==> src/rtl/avalon_st_pkg.sv <==
// Shared constants for the Avalon-ST ready-latency adapter: latency bound, payload bit layout and clog2.
package avalon_st_pkg;

  localparam int MAX_RL   = 4;
  localparam int EOP_BIT  = 0;
  localparam int SOP_BIT  = 1;
  localparam int DATA_LSB = 2;

  function automatic int clog2(input int value);
    int r;
    int v;
    r = 0;
    v = value - 1;
    while (v > 0) begin
      r++;
      v = v >> 1;
    end
    return r;
  endfunction

endpackage

==> src/rtl/avalon_st_ready_latency_adapter_if.sv <==
// One Avalon-ST link; master drives valid/payload, slave drives ready.
interface avalon_st_ready_latency_adapter_if #(
  parameter int DATA_W = 24
);
  logic              ready;
  logic              valid;
  logic [DATA_W-1:0] data;
  logic              startofpacket;
  logic              endofpacket;

  modport master (input ready, output valid, data, startofpacket, endofpacket);
  modport slave  (output ready, input valid, data, startofpacket, endofpacket);
endinterface

==> src/rtl/avalon_st_sync_fifo.sv <==
// Registered FIFO, head visible one cycle after push; no internal flow control,
// the caller never pushes when full nor pops when empty.
module avalon_st_sync_fifo
  import avalon_st_pkg::*;
#(
  parameter int WIDTH = 8,
  parameter int DEPTH = 4,
  parameter int CNT_W = clog2(DEPTH + 1)
) (
  input  logic             clk,
  input  logic             reset_n,
  input  logic             push,
  input  logic             pop,
  input  logic [WIDTH-1:0] wr_data,
  output logic [WIDTH-1:0] head,
  output logic [CNT_W-1:0] level
);
  localparam int AW = (DEPTH > 1) ? clog2(DEPTH) : 1;

  logic [WIDTH-1:0] mem [DEPTH];
  logic [AW-1:0]    wr_ptr;
  logic [AW-1:0]    rd_ptr;

  function automatic logic [AW-1:0] bump(input logic [AW-1:0] p);
    return (p == AW'(DEPTH - 1)) ? '0 : p + AW'(1);
  endfunction

  always_ff @(posedge clk) begin
    if (push) mem[wr_ptr] <= wr_data;
  end

  always_ff @(posedge clk or negedge reset_n) begin
    if (!reset_n) begin
      wr_ptr <= '0;
      rd_ptr <= '0;
      level  <= '0;
    end else begin
      if (push) wr_ptr <= bump(wr_ptr);
      if (pop)  rd_ptr <= bump(rd_ptr);
      case ({push, pop})
        2'b10:   level <= level + CNT_W'(1);
        2'b01:   level <= level - CNT_W'(1);
        default: level <= level;
      endcase
    end
  end

  assign head = mem[rd_ptr];

endmodule

==> src/rtl/avalon_st_ready_latency_adapter.sv <==
// Bridges an IN_RL ready-latency sink to an OUT_RL source through a credit-guarded FIFO;
// in_ready reserves room for every beat already granted, so the FIFO cannot overflow.
module avalon_st_ready_latency_adapter
  import avalon_st_pkg::*;
#(
  parameter int DATA_W = 24,
  parameter int IN_RL  = 1,
  parameter int OUT_RL = 0,
  parameter int DEPTH  = 4,
  parameter int CNT_W  = clog2(DEPTH + 1)
) (
  input  logic                              clk,
  input  logic                              reset_n,
  avalon_st_ready_latency_adapter_if.slave  in_st,
  avalon_st_ready_latency_adapter_if.master out_st,
  output logic [CNT_W-1:0]                  fill_level,
  output logic                              overflow_err
);
  localparam int PW    = DATA_W + 2;
  localparam int SUM_W = CNT_W + 3;

  if (IN_RL < 0 || IN_RL > MAX_RL) begin : g_bad_in_rl
    $error("IN_RL out of range 0..%0d", MAX_RL);
  end
  if (OUT_RL < 0 || OUT_RL > MAX_RL) begin : g_bad_out_rl
    $error("OUT_RL out of range 0..%0d", MAX_RL);
  end
  if (DEPTH < IN_RL + 1 || (DEPTH & (DEPTH - 1)) != 0) begin : g_bad_depth
    $error("DEPTH must be a power of 2 and at least IN_RL+1");
  end

  logic             run;
  logic             in_ready;
  logic             push;
  logic             pop;
  logic             bad_beat;
  logic             odly;
  logic             out_valid;
  logic [SUM_W-1:0] in_flight;
  logic [PW-1:0]    wr_payload;
  logic [PW-1:0]    head;
  logic [CNT_W-1:0] level;

  always_ff @(posedge clk or negedge reset_n) begin
    if (!reset_n) run <= 1'b0;
    else          run <= 1'b1;
  end

  // Same-cycle pops are deliberately ignored: the credit check stays a pure register function.
  assign in_ready = run && ((SUM_W'(level) + in_flight) < SUM_W'(DEPTH));

  if (IN_RL == 0) begin : g_in_rl0
    assign in_flight = '0;
    assign push      = in_st.valid && in_ready;
    assign bad_beat  = 1'b0;
  end else begin : g_in_rl
    logic [IN_RL-1:0] gline;
    logic             grant;

    always_ff @(posedge clk or negedge reset_n) begin
      if (!reset_n) begin
        gline <= '0;
      end else begin
        gline[0] <= in_ready;
        for (int i = 1; i < IN_RL; i++) gline[i] <= gline[i-1];
      end
    end

    always_comb begin
      in_flight = '0;
      for (int i = 0; i < IN_RL; i++) in_flight = in_flight + SUM_W'(gline[i]);
    end

    assign grant    = gline[IN_RL-1];
    assign push     = in_st.valid && grant;
    assign bad_beat = in_st.valid && !grant;
  end

  always_ff @(posedge clk or negedge reset_n) begin
    if (!reset_n)      overflow_err <= 1'b0;
    else if (bad_beat) overflow_err <= 1'b1;
  end

  if (OUT_RL == 0) begin : g_out_rl0
    assign odly = 1'b1;
    assign pop  = out_valid && out_st.ready;
  end else begin : g_out_rl
    logic [OUT_RL-1:0] oline;

    always_ff @(posedge clk or negedge reset_n) begin
      if (!reset_n) begin
        oline <= '0;
      end else begin
        oline[0] <= out_st.ready;
        for (int i = 1; i < OUT_RL; i++) oline[i] <= oline[i-1];
      end
    end

    // A delayed ready is a commitment from downstream, so every valid beat is consumed.
    assign odly = oline[OUT_RL-1];
    assign pop  = out_valid;
  end

  assign out_valid = run && (level != '0) && odly;

  always_comb begin
    wr_payload                     = '0;
    wr_payload[EOP_BIT]            = in_st.endofpacket;
    wr_payload[SOP_BIT]            = in_st.startofpacket;
    wr_payload[DATA_LSB +: DATA_W] = in_st.data;
  end

  avalon_st_sync_fifo #(
    .WIDTH (PW),
    .DEPTH (DEPTH),
    .CNT_W (CNT_W)
  ) u_fifo (
    .clk     (clk),
    .reset_n (reset_n),
    .push    (push),
    .pop     (pop),
    .wr_data (wr_payload),
    .head    (head),
    .level   (level)
  );

  assign in_st.ready          = in_ready;
  assign out_st.valid         = out_valid;
  assign out_st.data          = head[DATA_LSB +: DATA_W];
  assign out_st.startofpacket = head[SOP_BIT];
  assign out_st.endofpacket   = head[EOP_BIT];
  assign fill_level           = level;

endmodule

==> src/flat_wrapper.sv <==
// flat-port wrapper written by rule: the top's interface ports become plain ports
module avalon_st_ready_latency_adapter_flat import avalon_st_pkg::*;
#(
  parameter int DATA_W = 24,
  parameter int IN_RL  = 1,
  parameter int OUT_RL = 0,
  parameter int DEPTH  = 4,
  parameter int CNT_W  = clog2(DEPTH + 1)
)
  (clk, reset_n, fill_level, overflow_err, in_st_ready, in_st_valid, in_st_data, in_st_startofpacket, in_st_endofpacket, out_st_ready, out_st_valid, out_st_data, out_st_startofpacket, out_st_endofpacket);
  avalon_st_ready_latency_adapter_if #(.DATA_W(DATA_W)) in_st_i ();
  avalon_st_ready_latency_adapter_if #(.DATA_W(DATA_W)) out_st_i ();
  input  logic clk;
  input  logic reset_n;
  output logic [CNT_W-1:0] fill_level;
  output logic overflow_err;
  output wire logic [$bits(in_st_i.ready)-1:0] in_st_ready;
  input wire logic [$bits(in_st_i.valid)-1:0] in_st_valid;
  input wire logic [$bits(in_st_i.data)-1:0] in_st_data;
  input wire logic [$bits(in_st_i.startofpacket)-1:0] in_st_startofpacket;
  input wire logic [$bits(in_st_i.endofpacket)-1:0] in_st_endofpacket;
  input wire logic [$bits(out_st_i.ready)-1:0] out_st_ready;
  output wire logic [$bits(out_st_i.valid)-1:0] out_st_valid;
  output wire logic [$bits(out_st_i.data)-1:0] out_st_data;
  output wire logic [$bits(out_st_i.startofpacket)-1:0] out_st_startofpacket;
  output wire logic [$bits(out_st_i.endofpacket)-1:0] out_st_endofpacket;
  assign in_st_ready = in_st_i.ready;
  assign in_st_i.valid = in_st_valid;
  assign in_st_i.data = in_st_data;
  assign in_st_i.startofpacket = in_st_startofpacket;
  assign in_st_i.endofpacket = in_st_endofpacket;
  assign out_st_i.ready = out_st_ready;
  assign out_st_valid = out_st_i.valid;
  assign out_st_data = out_st_i.data;
  assign out_st_startofpacket = out_st_i.startofpacket;
  assign out_st_endofpacket = out_st_i.endofpacket;
  avalon_st_ready_latency_adapter #(.DATA_W(DATA_W), .IN_RL(IN_RL), .OUT_RL(OUT_RL), .DEPTH(DEPTH), .CNT_W(CNT_W)) u_core (.clk(clk), .reset_n(reset_n), .in_st(in_st_i), .out_st(out_st_i), .fill_level(fill_level), .overflow_err(overflow_err));
endmodule
==> config.mk <==
export PLATFORM = sky130hd
export DESIGN_NAME = avalon_st_ready_latency_adapter_flat
export DESIGN_NICKNAME = d
export VERILOG_FILES = /design/src/rtl/avalon_st_pkg.sv /design/src/rtl/avalon_st_ready_latency_adapter_if.sv /design/src/rtl/avalon_st_sync_fifo.sv /design/src/rtl/avalon_st_ready_latency_adapter.sv /design/src/flat_wrapper.sv
export SDC_FILE = /design/constraint.sdc
export NUM_CORES = 1
export LEC_CHECK = 0
export BUFFER_PORTS_ARGS = -buffer_cell sky130_fd_sc_hd__buf_2
export CAP_MARGIN = 15
export CORE_UTILIZATION = 40
export DETAILED_ROUTE_END_ITERATION = 16
export SYNTH_ARGS = -nofsm -noshare
export SYNTH_HDL_FRONTEND = slang
export SYNTH_SLANG_ARGS = --single-unit
export TNS_END_PERCENT = 1
==> constraint.sdc <==
create_clock -name clk -period 3.8 [get_ports clk]
set_input_delay 0.38 -clock clk [delete_from_list [all_inputs] [get_ports clk]]
set_output_delay 0.38 -clock clk [all_outputs]
set_load 0.02 [all_outputs]
### Yosys cells after proc, flatten, opt, wreduce, memory -nomap -nowiden

Memory sizes are Yosys's and may differ from the RTL's.
Cells that the tools add are included.

* add/sub/neg operators: 5
* $mul: 0
* div/mod/pow operators: 0
* $lt $le $gt $ge: 1
* equal/unequal tests: 4
* shift operators: 0
* mux-type cells: 5
* bitwise gates (word level): 0
* reductions and logical operators: 8

Operators with widths (count)
* $eq A2 B2 Y1 const B: 3
* $lt A6 B3 Y1 const B: 1
* $pmux W3 S2: 1
* $logic_and A1 B1 Y1: 5
* $add A2 B1 Y2 const B: 2
* $add A3 B1 Y4: 1
* $mux W2: 2
* $add A3 B1 Y3 const B: 1
* $reduce_bool A3 Y1: 1
* $sub A3 B1 Y3 const B: 1
* $eq A2 B1 Y1 const B: 1
* $mux W1: 2
* $reduce_bool A2 Y1: 1
* $logic_not A1 Y1: 1

* flip-flop bits (word level): 10
* latch bits: 0
* memory bits (writable): 104
* bits in read-only memories: 0
* bits of input ports: 30
* output and inout bits: 32
* word-level logic and storage cells: 30
* memories kept: 1

Memory list
* u_core.u_fifo.mem: depth 4, bits a word 26, rd ports 1, clocked after memory_dff 0, wr ports 1, RTL line avalon_st_sync_fifo.sv:20 `logic [WIDTH-1:0] mem [DEPTH];`

### Longest topological paths before layout

* depth after elaboration: 5
* mapped depth: 9
* gate-level depth less buffers: 9

### By module

Synthesis repeated with hierarchy kept, for this count alone.

* cell total of the unflattened synthesis: 184
* area, all modules: 4331.7 um^2

By module, submodules not included
* avalon_st_sync_fifo: instances 1, cells an instance 173, area an instance 4207.8 um^2, seq. area each 3298.2 um^2
* avalon_st_ready_latency_adapter: instances 1, cells an instance 11, area an instance 123.9 um^2, seq. area each 75.1 um^2

### Least setup slack after synthesis

No wires, ideal clock.

* kind: register -> register
* start: reg u_core.u_fifo.level[0]
* end: reg u_core.u_fifo.level[2]
* setup time: 0.132 ns
* arrival time: 1.781 ns
* required time: 3.668 ns
* path slack: 1.886 ns
* stages on the path, launching flop included: 10
* buffers on the path: 0
* period minus slack after synthesis: 1.914 ns
* cells stage by stage: dfrtp_1 -> or3_1 -> nand3_2 -> inv_1 -> ha_1 -> inv_1 -> fa_1 -> xor2_1 -> nor2_1 -> xor2_1

* word-level cells in the longest chain between the ends: 5
* elaborated cells between the ends (all ways): 9
* those cells by class: add/sub (2); eq/ne (2); mux (1); reduce/logical (4)

RTL lines
* from (decl): RTL line avalon_st_sync_fifo.sv:16 `output logic [CNT_W-1:0] level`
* from (signal assigned): RTL line avalon_st_sync_fifo.sv:41 `2'b10: level <= level + CNT_W'(1);`
* from (signal assigned): RTL line avalon_st_sync_fifo.sv:42 `2'b01: level <= level - CNT_W'(1);`
* from (signal assigned): RTL line avalon_st_sync_fifo.sv:43 `default: level <= level;`
* $reduce_bool A3 Y1 *: RTL line avalon_st_ready_latency_adapter.sv:104 `assign out_valid = run && (level != '0) && odly;`
* $logic_and A1 B1 Y1 *: RTL line avalon_st_ready_latency_adapter.sv:104
* $logic_and A1 B1 Y1 *: RTL line avalon_st_ready_latency_adapter.sv:86 `assign pop = out_valid && out_st.ready;`
* named net u_core.pop: RTL line avalon_st_ready_latency_adapter.sv:35 `logic pop;`
* $eq A2 B1 Y1 / $eq A2 B2 Y1 (equally long branches): RTL line avalon_st_sync_fifo.sv:40 `case ({push, pop})`
* $pmux W3 S2 / $reduce_bool A2 Y1 (equally long branches)

Mark *: on every way through the listed nets, which the timed path passes. The rest lies on a longest branch.
A chain may end at the register's enable or synchronous reset.

### Final worst setup path

* start: reg u_core.u_fifo.rd_ptr[0]
* end: out out_st_startofpacket

* word-level cells in the longest chain between the ends: 1

RTL lines
* from (decl): RTL line avalon_st_sync_fifo.sv:22 `logic [AW-1:0] rd_ptr;`
* from (signal assigned): RTL line avalon_st_sync_fifo.sv:39 `if (pop) rd_ptr <= bump(rd_ptr);`
* $mem_v2 Z4 W26
* to (decl): RTL line flat_wrapper.sv:25 `output wire logic [$bits(out_st_i.startofpacket)-1:0] out_st_startofpacket;`

Every way passes these cells.

==> flow_metrics.env <==
export IMPL_grt_max_degree=30
export IMPL_reg2reg_slack_ns=1.87
export IMPL_htreeDepth=4
export IMPL_whs_path_depth=1
export IMPL_grt_overflow_total=0
export IMPL_area_growth_pct=23.2
export IMPL_drtIter0Drc=76
export IMPL_die_w_um=106
export IMPL_synth_seq_cells=114
export IMPL_slowest_stage="dfrtp_2"
export IMPL_cts_buffer_depth=2
export IMPL_post_cts_resized=0
export IMPL_core_area_mm2=0.0104
export IMPL_setup_ws_ns=1.11
export IMPL_synth_top_area_share_pct=71.9
export IMPL_hold_start="in_st_data[1]"
export IMPL_timing_rr_end="u_core.u_fifo.level[2]$_DFFE_PN0P_"
export IMPL_status="finished clean"
export IMPL_min_period_ns=2.69
export IMPL_syn_num_nets=220
export IMPL_slew_headroom_pct=38.7
export IMPL_drt_wl_total_um=7080
export IMPL_wl_per_cell_um=17.3
export IMPL_finalNetCount=296
export IMPL_final_cell_mix="edfxtp_1, buf_2, mux4_2"
export IMPL_report_final_hold_viol_count=0
export IMPL_diodes=0
export IMPL_critPathLaunchType="flop"
export IMPL_ys_types=24
export IMPL_slew_violations=0
export IMPL_syn_mean_instance_area_um2=23.7
export IMPL_synth_top_cells_by_area="edfxtp_1, mux4_2, dfrtp_1, mux4_1, ha_1"
export IMPL_ys_seq_area_share_pct=77.7
export IMPL_crit_chain="mux4_1, buf_2"
export IMPL_antenna_found_initial=0
export IMPL_cts_root_buf="clkbuf_8"
export IMPL_power_leakage_uw=0.00194
export IMPL_reg2reg_depth=9
export IMPL_antenna_left=0
export IMPL_setup_tns_ns=0
export IMPL_tritoncts="built"
export IMPL_grt_first_pass_wirelength_um=11300
export IMPL_gp_congestion=0.625
export IMPL_viasPerCell=4.97
export IMPL_cts_made_buffers=17
export IMPL_worstSetupPathType="reg -> out"
export IMPL_cpPeakStageDelay_ns=0.97
export IMPL_intPower_uw=2890
export IMPL_yosysTopAreaCell="edfxtp_1"
export IMPL_insertion_delay_ns=0.49
export IMPL_cp_required_ns=3.42
export IMPL_io_pins=62
export IMPL_yosysWarnings=0
export IMPL_clk_pin_slew_ns=0.06
export IMPL_place_ws_ns=1.54
export IMPL_io_buffers=61
export IMPL_p_comb_share_pct=23.4
export IMPL_num_rows=37
export IMPL_timing_final_crit_share_pct=70.9
export IMPL_p_sw_share_pct=29.7
export IMPL_rsz0062_at_grt="no"
export IMPL_fmax_ghz=0.371
export IMPL_die_area_mm2=0.0113
export IMPL_arrival_ns=2.31
export IMPL_hold_path_class="in -> reg"
export IMPL_grt_usage_pct=13.9
export IMPL_dp_hpwl_um=4190
export IMPL_crit_fanout=29
export IMPL_critPathCaptureType="output port"
export IMPL_cellPowerDensity_mw_per_mm2=768
export IMPL_drive_above_1_share_pct=44.5
export IMPL_p_sw_uw=1220
export IMPL_cap_violations=0
export IMPL_setup_violations=0
export IMPL_drc_errors=0
export IMPL_clkSinkCount=114
export IMPL_drtPass1Iterations=4
export IMPL_grt_pass1_vias=2203
export IMPL_start_util_pct=41.7
export IMPL_reg2reg_from="u_core.u_fifo.level[0]$_DFFE_PN0P_"
export IMPL_vdd_ir_drop_max_mv=0.346
export IMPL_final_common_cell="edfxtp_1"
export IMPL_seq_power_share_pct=40.5
export IMPL_vias=2027
export IMPL_netlist_instances=183
export IMPL_die_height_um=106
export IMPL_syn_cell_area_mm2=0.00434
export IMPL_holdPathEnd="u_core.u_fifo.mem[3][3]$_DFFE_PP_"
export IMPL_worstMarginPinSlew_ns=0.920
export IMPL_clock_skew_ns=0.00644
export IMPL_power_frac_clock_pct=36.1
kinds of logic after synthesis:
kind of cell	Yosys count	synth area share (%)
DFF	114	77.7
muxes	30	15.2
buffers and inverters	14	2.22
and+or+nand+nor	11	1.47
adders and majority gates	7	2.19
AOI/OAI and AO/OA	3	0.547
xor gates and xnor gates	3	0.605
other	1	0.0864
worst max-delay path: cells and delay by family, from the launching register on:
kind	cells	cell delay (ns)
buffers and inverters	1	0.18
DFF	1	0.97
muxes	1	0.66
flip-flops by register name, summed over array words and instances (netlist names):
signal / flops
u_core.u_fifo.wr_ptr: 2
u_core.u_fifo.mem: 104
u_core.g_in_rl.gline: 1
u_core.run: 1
u_core.u_fifo.level: 3
u_core.u_fifo.rd_ptr: 2
u_core.overflow_err: 1
worst max-delay path by stage:
| stage | start | endpoint | slack, ns | cells after the start |
|---|---|---|---|---|
| after detailed placement | u_core.u_fifo.rd_ptr[0]$_DFFE_PN0P_ | out_st_data[23] | 1.54 | 2 |
| after floorplan | u_core.u_fifo.level[0]$_DFFE_PN0P_ | u_core.u_fifo.level[2]$_DFFE_PN0P_ | 1.89 | 9 |
| after CTS | u_core.u_fifo.rd_ptr[0]$_DFFE_PN0P_ | out_st_data[23] | 0.99 | 2 |
| after global placement | u_core.u_fifo.rd_ptr[0]$_DFFE_PN0P_ | out_st_data[23] | 1.55 | 2 |
| final | u_core.u_fifo.rd_ptr[0]$_DFFE_PN0P_ | out_st_startofpacket | 1.11 | 2 |
| after global routing | u_core.u_fifo.rd_ptr[0]$_DFFE_PN0P_ | out_st_data[23] | 0.92 | 2 |
synth_stat cells, drive strengths merged:
| cell | number |
|---|---|
| conb | 1 |
| or3 | 1 |
| a21o | 2 |
| nand3 | 1 |
| and2 | 1 |
| fa | 1 |
| ha | 6 |
| and3 | 4 |
| buf | 6 |
| mux2i | 1 |
| xor2 | 2 |
| inv | 8 |
| xnor2 | 1 |
| mux4 | 26 |
| a311oi | 1 |
| nand2 | 1 |
| mux2 | 3 |
| edfxtp | 104 |
| nor2 | 2 |
| dfrtp | 10 |
| nor3 | 1 |
metrics by stage:
stage	util, %	total power [µW]	hold slack, ns	std cells	area (µm²)
3_3_place_gp	45.7	2660	0.257	375	4760
4_1_cts	51.4	4180	0.0646	408	5350
5_1_grt	51.4	4300	0.0675	408	5350
3_5_place_dp	45.7	2680	0.255	375	4760
6_report	51.4	4110	0.102	408	5350
2_1_floorplan	-	2410	0.0844	183	4340
power by group through the flow:
stage	clock, µW	combinational (µW)	sequential (µW)
2_1_floorplan	0	819	1590
3_3_place_gp	0	967	1690
3_5_place_dp	0	981	1700
4_1_cts	1520	986	1670
5_1_grt	1570	1040	1690
6_report	1480	961	1660
layout make-up:
type / count / area, µm²
Multi-Input combinational cell: 55 / 877
Sequential cell: 114 / 3370
Clock buffer: 17 / 414
Timing Repair Buffer: 63 / 323
Fill cell: 835 / 5070
Inverter: 8 / 30.0
Clock inverter: 15 / 160
Tap cell: 136 / 170
metal layers:
metal,GRT usage (%),vias to the layer above,share of wire [%]
li1,-,916,-
met1,17.0,1047,45
met2,22.2,62,49
met3,6.07,2,6.3
met4,4.76,0,0.34
met5,0,-,0
timing repair:
| item | CTS | global route |
|---|---|---|
| hold endpoints to repair | 10 | 0 |
| hold buffers | 1 | 0 |
| setup buffers | 0 | 0 |
Power figures use the tool's default switching activity.
